**src/rtl/dds_phase_engine.sv**
```systemverilog
// dds_phase_engine: converts a frequency word (Hz) into a DDS tuning word and integrates it into a phase accumulator.
// Latency: freq_in change sampled in IDLE -> tw_out updated FREQ_W+1 edges later (sync_update=0), or at the next accumulator wrap (sync_update=1).
// Backpressure: none; freq_in changes during a conversion are ignored and re-compared once back in IDLE.
//
// Ports: clk, rst_n (async active-low); freq_in, enable, phase_clr, sync_update in;
//        tw_out (active tuning word), tw_update (1-cycle pulse when tw_out changes), busy, phase_out out.
// Optional feature: define DDS_PHASE_DITHER_EN to add LFSR dither below the phase truncation point.
module dds_phase_engine #(
    parameter int unsigned CLK_HZ  = 100000000,
    parameter int unsigned FREQ_W  = 20,
    parameter int unsigned ACC_W   = 32,
    parameter int unsigned PHASE_W = 12
) (
    input  logic               clk,
    input  logic               rst_n,
    input  logic [FREQ_W-1:0]  freq_in,
    input  logic               enable,
    input  logic               phase_clr,
    input  logic               sync_update,
    output logic [ACC_W-1:0]   tw_out,
    output logic               tw_update,
    output logic               busy,
    output logic [PHASE_W-1:0] phase_out
);

    localparam int unsigned PROD_W = 48;
    localparam int unsigned CNT_W  = (FREQ_W > 1) ? $clog2(FREQ_W) : 1;
    // K = round(2^48 / CLK_HZ); tuning word = round(freq * K / 2^16)
    localparam logic [PROD_W-1:0] K =
        PROD_W'(((64'd1 << 48) + 64'(CLK_HZ) / 64'd2) / 64'(CLK_HZ));

    typedef enum logic [1:0] {
        IDLE = 2'd0,
        MUL  = 2'd1,
        LOAD = 2'd2,
        WAIT = 2'd3
    } state_t;

    state_t             state;
    state_t             state_nxt;

    logic [FREQ_W-1:0]  freq_lat;
    logic [FREQ_W-1:0]  fsh;
    logic [PROD_W-1:0]  ksh;
    logic [PROD_W-1:0]  prod;
    logic [CNT_W-1:0]   cnt;
    logic [ACC_W-1:0]   tw_pending;
    logic [ACC_W-1:0]   tw_calc;
    logic [ACC_W-1:0]   acc;
    logic [ACC_W:0]     acc_sum;
    logic               carry;
    logic               start;
    logic               load_now;
    logic               apply_pend;

    // Extra top bit of the sum is the wrap carry that times synchronous updates.
    assign acc_sum = {1'b0, acc} + {1'b0, tw_out};
    assign carry   = enable & ~phase_clr & acc_sum[ACC_W];
    assign tw_calc = ACC_W'((prod + PROD_W'(32768)) >> 16);
    assign busy    = (state != IDLE);

    // ---------------- FSM ----------------
    always_ff @(posedge clk or negedge rst_n) begin
        if (!rst_n) begin
            state <= IDLE;
        end else begin
            state <= state_nxt;
        end
    end

    always_comb begin
        state_nxt  = state;
        start      = 1'b0;
        load_now   = 1'b0;
        apply_pend = 1'b0;
        case (state)
            IDLE: begin
                if (freq_in != freq_lat) begin
                    start     = 1'b1;
                    state_nxt = MUL;
                end
            end
            MUL: begin
                if (cnt == CNT_W'(FREQ_W - 1)) begin
                    state_nxt = LOAD;
                end
            end
            LOAD: begin
                if (!sync_update) begin
                    load_now  = 1'b1;
                    state_nxt = IDLE;
                end else begin
                    state_nxt = WAIT;
                end
            end
            WAIT: begin
                // A held or cleared accumulator may never wrap, so apply at once then.
                if (carry || !sync_update || !enable || phase_clr) begin
                    apply_pend = 1'b1;
                    state_nxt  = IDLE;
                end
            end
            default: state_nxt = IDLE;
        endcase
    end

    // ---------------- serial shift-add multiplier and tuning word ----------------
    always_ff @(posedge clk or negedge rst_n) begin
        if (!rst_n) begin
            freq_lat   <= '0;
            fsh        <= '0;
            ksh        <= '0;
            prod       <= '0;
            cnt        <= '0;
            tw_pending <= '0;
            tw_out     <= '0;
            tw_update  <= 1'b0;
        end else begin
            tw_update <= load_now | apply_pend;
            if (start) begin
                freq_lat <= freq_in;
                fsh      <= freq_in;
                ksh      <= K;
                prod     <= '0;
                cnt      <= '0;
            end
            if (state == MUL) begin
                if (fsh[0]) begin
                    prod <= prod + ksh;
                end
                ksh <= ksh << 1;
                fsh <= fsh >> 1;
                cnt <= cnt + CNT_W'(1);
            end
            if (state == LOAD) begin
                tw_pending <= tw_calc;
            end
            if (load_now) begin
                tw_out <= tw_calc;
            end else if (apply_pend) begin
                tw_out <= tw_pending;
            end
        end
    end

    // ---------------- phase accumulator ----------------
    always_ff @(posedge clk or negedge rst_n) begin
        if (!rst_n) begin
            acc <= '0;
        end else if (phase_clr) begin
            acc <= '0;
        end else if (enable) begin
            acc <= acc_sum[ACC_W-1:0];
        end
    end

`ifdef DDS_PHASE_DITHER_EN
    logic [15:0]      lfsr;
    logic [ACC_W-1:0] acc_dith;

    // Dither sits in bits [19:4], entirely below the 12-bit truncation point.
    assign acc_dith = acc + ACC_W'({lfsr, 4'b0000});

    always_ff @(posedge clk or negedge rst_n) begin
        if (!rst_n) begin
            lfsr <= 16'hACE1;
        end else if (enable) begin
            lfsr <= {lfsr[14:0], lfsr[15] ^ lfsr[13] ^ lfsr[12] ^ lfsr[10]};
        end
    end

    always_ff @(posedge clk or negedge rst_n) begin
        if (!rst_n) begin
            phase_out <= '0;
        end else begin
            phase_out <= acc_dith[ACC_W-1 -: PHASE_W];
        end
    end
`else
    always_ff @(posedge clk or negedge rst_n) begin
        if (!rst_n) begin
            phase_out <= '0;
        end else begin
            phase_out <= acc[ACC_W-1 -: PHASE_W];
        end
    end
`endif

endmodule

```
**config.mk**
```make
export PLATFORM = sky130hd
export DESIGN_NAME = dds_phase_engine
export DESIGN_NICKNAME = d
export VERILOG_FILES = /design/src/rtl/dds_phase_engine.sv
export SDC_FILE = /design/constraint.sdc
export NUM_CORES = 1
export LEC_CHECK = 0
export ABC_AREA = 1
export CELL_PAD_IN_SITES_DETAIL_PLACEMENT = 0
export CELL_PAD_IN_SITES_GLOBAL_PLACEMENT = 1
export CORE_MARGIN = 5
export CORE_UTILIZATION = 41
export DETAILED_ROUTE_END_ITERATION = 16
export PLACE_DENSITY_LB_ADDON = 0.1
export SLEW_MARGIN = 10
export SYNTH_ARGS = -nofsm -noshare
export SYNTH_HDL_FRONTEND = slang
export SYNTH_SLANG_ARGS = --single-unit
```
**constraint.sdc**
```tcl
create_clock -name clk -period 1.95 [get_ports clk]
set_input_delay 0.2925 -clock clk [delete_from_list [all_inputs] [get_ports clk]]
set_output_delay 0.2925 -clock clk [all_outputs]
set_load 0.05 [all_outputs]
```
Word level (Yosys, flattened, before mapping)
Index checks and enable logic that the tools add are counted.
{ "totals": {"ff_bits": 252, "inputBits": 25, "out_inout_bits": 46, "wordCells": 62} }
{ "op_classes": {"addsub": 4, "eq_ne": 8, "n_mux": 24, "bitwise": 4, "reduce_logical": 11} }
{ "ops": {"columns": ["cell", "count"], "rows": [
  ["two-way mux 48 bit", 5],
  ["two-way mux 32 bit", 4],
  ["adder 48 x 16 -> 48 bit, second input constant", 1],
  ["adder 48 bit", 1],
  ["two-way mux 20 bit", 2],
  ["adder 32 x 32 -> 33 bit", 1],
  ["inequality test 20 bit", 1],
  ["two-way mux 5 bit", 2],
  ["two-way mux 2 bit", 4],
  ["one-hot mux 2 bit (4 select lines)", 1],
  ["nonzero test 2 bit", 4],
  ["two-way mux 1 bit", 6],
  ["inequality test 2 bit, second input constant", 3],
  ["adder 5 x 1 -> 5 bit, second input constant", 1],
  ["== test 5 bit, second input constant", 1],
  ["== test 2 bit, second input constant", 2],
  ["logical OR 1 bit", 3],
  ["AND reduction 3 bit", 1],
  ["bitwise AND 1 bit", 2],
  ["== test 2 x 1 -> 1 bit, second input constant", 1],
  ["zero test 1 bit", 2],
  ["zero test 2 bit", 1],
  ["NOT 1 bit", 1],
  ["bitwise OR 1 bit", 1]
]} }

Depth between registers and ports, before layout
{ "depth": {"word_depth": 10, "ltp_mapped": 17, "mapped_depth_nobuf": 16} }

Worst setup path after synthesis
No wires, ideal clock.
{ "synth_path": {"path_kind": "register to register", "from": "reg tw_out[0]", "to": "reg tw_out[10]", "setup_time_ns": 0.118, "arrival_ns": 2.219, "required_time_ns": 1.832, "path_slack_ns": -0.388, "stages_incl_launch_ff": 17, "n_path_buf": 1, "period_less_slack_ns": 2.338, "path_cell_list": "dfrtp_1 -> ha_1 -> inv_1 -> fa_1 -> inv_1 -> nand2_1 -> nand2_1 -> nand3b_1 -> nand2_1 -> nand2_1 -> nand3_2 -> nand2_2 -> nand2_2 -> nand2_4 -> clkbuf_4 -> nand3_1 -> nand2_1"} }
{ "synth_via": {"elab_chain_len": 8} }
{ "synth_lines": {"columns": ["item", "line", "rtl"], "rows": [
  ["start, declared", "20", "output logic [ACC_W-1:0] tw_out,"],
  ["start signal, assigned", "139", "tw_out <= tw_calc;"],
  ["start signal, assigned", "141", "tw_out <= tw_pending;"],
  ["adder 32 x 32 -> 33 bit", "57", "assign acc_sum = {1'b0, acc} + {1'b0, tw_out};"],
  ["bitwise AND 1 bit", "58", "assign carry = enable & ~phase_clr & acc_sum[ACC_W];"],
  ["logical OR 1 bit (3 in series)", "98", "if (carry || !sync_update || !enable || phase_clr) begin"],
  ["two-way mux 1 bit", "98", null],
  ["two-way mux 1 bit", "76", "case (state)"],
  ["nonzero test 2 bit (no line)", null, null]
]} }
Every way passes these cells.
A chain may end at the register's enable or synchronous reset.

Final worst setup path
{ "layout_path": {"from": "reg acc[0]", "to": "reg tw_out[9]"} }
{ "layout_via": {"elab_chain_len": 8} }
{ "layout_lines": {"columns": ["item", "line", "rtl"], "rows": [
  ["start, declared", "49", "logic [ACC_W-1:0] acc;"],
  ["start signal, assigned", "153", "acc <= acc_sum[ACC_W-1:0];"],
  ["adder 32 x 32 -> 33 bit", "57", null],
  ["bitwise AND 1 bit", "58", null],
  ["logical OR 1 bit (3 in series)", "98", null],
  ["two-way mux 1 bit", "98", null],
  ["two-way mux 1 bit", "76", null],
  ["nonzero test 2 bit (no line)", null, null]
]} }
Every way passes these cells.

==> flow_summary.yaml <==
sta:
  finalCriticalPeriod_ps: 2190
  report.final.slew_viol_count: 0
  final_period_util_pct: 112
  timing.max_slew.rel_slack_pct: 65.2
  highest_clock_rate_ghz: 0.457
  hold_viol: 0
  timing.clock.skew_ps: 11.5
  rsz0062_at_grt: "true"
  finalSetupViolCount: 63
  finalSetupTns_ps: -9060
  postLayoutSetupSlackWorst_ps: -240
  max_slew.worst_pin.slew_ps: 516
  holdWs_ps: 144
clock_network:
  clk_latency_ps: 600
  cts_sinks: 250
  root_buffer: "clkbuf_16"
  tritoncts: "done"
  cts_made_buffers: 31
  clk_transition_reported_paths_ps: 60
  clock_path_buffers: 3
  cts_max_level: 1
outcome:
  violated_checks: "setup timing"
  run_status: "finished with violations"
place:
  place_area_um2: 20800
  dp_hpwl_um: 41400
  port-buffer-count: 70
  gpl.final_weighted_congestion: 0.882
synth:
  synthesis.area_um2: 16800
  synth_fp_nets: 2579
  synth.yosys.seq_area_share_pct: 37.3
  post_synth_inst_count: 2472
  synth_seq_cells: 250
  synth_edf_count: 0
  fraction_of_synthesis_flops_using_an_asynchronous_set_or_reset_pin_pct: 100
  avgSynthCellArea_um2: 6.79
  yosysWarnings: 0
  synth.distinct_cells: 44
  synth_flop_cell: "dfrtp_1"
global_routing:
  grt_pass1_vias: 17406
  grt_antenna_before_repair: 0
  grt_pass1_wl_um: 90900
  largest_net_degree_at_the_start_of_global_routing: 69
  track_usage_pct: 24.9
  total_global_routing_overflow: 0
finish:
  layout-drive-gt1-share_pct: 37.8
  antenna_diodes: 0
  final_cell_area_um2: 26000
  multi_input_comb_area_um2: 12100
  register_area_um2: 6280
  layout.nets: 3072
  synthToLayoutAreaGrowth_pct: 54.9
  utilization_pct: 63.9
  fillerInstances: 3615
setup_path:
  timing.critical_path.buf_inv: 3
  worstPathCellList: "ha_4, inv_2, fa_2, inv_2, nand2_2, nand2_2, nand3b_1, nand2_2, nand2_2, nand3_2, nand2_2, nand2_4, nand2_8, bufbuf_16, nand3_1, nand2_1"
  critical_path_required_ps: 2440
  source_of_the_critical_timing_path: "acc[0]"
  critPathMaxFanout: 8
  end_kind: "flip-flop"
  crit_type: "reg2reg"
  cp-start-kind: "flip-flop"
  timing.critical_path.slowest_cell_delay_ps: 380
  arrival_time_at_the_worst_endpoint_ps: 2680
  critPathSlowestCell: "dfrtp_1"
  worst_path_most_repeated_cell: "nand2_2"
  cpLargestDelayFamily: "simple AND/OR/NAND/NOR gates"
  worstReg2RegStart: "acc[0]"
power:
  clkPwrFrac_pct: 15.3
  vdd.ir_drop.worst_mv: 1.26
  cellLeakagePower_uw: 0.0130
  power.share.switching_pct: 45.3
  pwr-share-seq_pct: 22.1
  combinationalPowerShare_pct: 62.7
  totalPowerFinal_uw: 41100
  intPower_uw: 22500
  p_switching_uw: 18600
  power.density_cell_area_nw_per_um2: 1580
floorplanning:
  placement_rows: 74
  dieWidth_um: 212
  initial_core_util_pct: 41.3
  io-pin-count: 71
  floorplan.die_area_um2: 45100
  chipHeight_um: 212
  fp.coreArea_um2: 40600
job:
  max-cap-violations: 0
route:
  detailedRoute.firstIterationViolations: 1056
  routed_antenna_nets: 0
  via_density: 5.00
  num_vias: 17602
  routed_wire_length_per_instance_um: 16.8
  drt_wl_total_um: 59300
  remaining_drc_errors: 0
  first_pass_iters: 5
min_path:
  min_path_type: "in2async"
## stage by stage
stage               std cells  worst slack [ps]
CTS                      3468              -252
global placement         3380              -323
global route             3522              -371
finish                   3522              -240
detailed placement       3380              -379
floorplan                2472              -172
## final cells by class
cell class | instances | area share [%]
clock buffer | 44 | 3.56
timing repair buffer | 524 | 17.2
inverter | 361 | 5.24
multi-input combinational | 1797 | 46.5
tap | 532 | 2.56
clock inverter | 14 | 0.751
sequential | 250 | 24.2
## cells in the mapped netlist (all sizes together), types with 4 or more instances
cell    number  share of area (%)
nand2      870                 20
inv        361                8.1
dfrtp      250                 37
nor2       213                5.0
nand3      182                5.5
o21ai      149                4.4
a21oi       83                2.5
ha          80                6.0
clkbuf      38               0.90
xnor2       37                1.9
buf         29                1.1
nor3        29               0.95
o22ai       28                1.0
xor2        26                1.4
o211ai      20               0.90
nand3b      17               0.76
nand4       16               0.60
or2         13               0.48
o21bai       7               0.31
a31oi        4               0.15
a32o         4               0.24
nor4         4               0.15
## worst paths after layout
check | to | depth (start not counted) | slack [ps]
max in group asynchronous | prod[41] | 3 | 1080
min reg2reg | phase_out[11] | 0 | 420
min | freq_lat[2] | 2 | 140
min in group clk | freq_lat[18] | 3 | 360
max | tw_out[9] | 16 | -240
max reg2reg | tw_out[9] | 16 | -240
## cells by family after synthesis
group	share of synthesized area [%]
buf+inv	10.1
simple gates	33.1
flops	37.3
fa+ha+maj	6.21
xor+xnor	3.29
compound gates	9.95
## flip-flops by register name (all words and copies together), names as in the netlist
register and cells:
state 2, phase_out 12, tw_update 1, cnt 5
tw_pending 32, ksh 47, fsh 20, tw_out 32
freq_lat 20, acc 32, prod 47
## layout by cell type, fill, tap and decap left out, types with 34 or more instances in the layout
| cell | count |
|---|---|
| a21oi_2 | 37 |
| inv_1 | 324 |
| nand3_2 | 48 |
| nor2_2 | 38 |
| o21ai_0 | 100 |
| nand2_4 | 57 |
| dfrtp_1 | 230 |
| nor2_1 | 111 |
| clkbuf_16 | 35 |
| nand3_1 | 125 |
| nand2_1 | 669 |
| inv_2 | 34 |
| nor2_4 | 64 |
| o21ai_1 | 39 |
| ha_4 | 67 |
| nand2_2 | 137 |
| buf_6 | 34 |
| buf_4 | 401 |
## metal layers
layer  up-vias  track usage (%)  routed length [um]
met3        96             2.63                2130
met4         0             7.28                1760
li1       8814                -                   -
met5         -                0                   0
met1      8372             32.8               26000
met2       320             43.6               29400
## repair_timing
item / CTS / global route
pin swaps: 64 / 209
setup endpoints to repair: 139 / 211
resized for setup: 350 / 514
setup buffers: 23 / 52
endpoints found under the hold margin: 250 / 0
gates cloned: 6 / 6
hold buffers: 1 / 0
## power by group through the flow
stage                     sequential [uW]  combinational, uW  clock [uW]
after floorplan                      9810              10000           0
after global placement               8620              19000           0
after detailed placement             8680              19300           0
after CTS                            8900              21600        6400
after global routing                 9310              28100        6610
final                                9090              25800        6280
No activity file was read; power rests on OpenSTA's default activity.
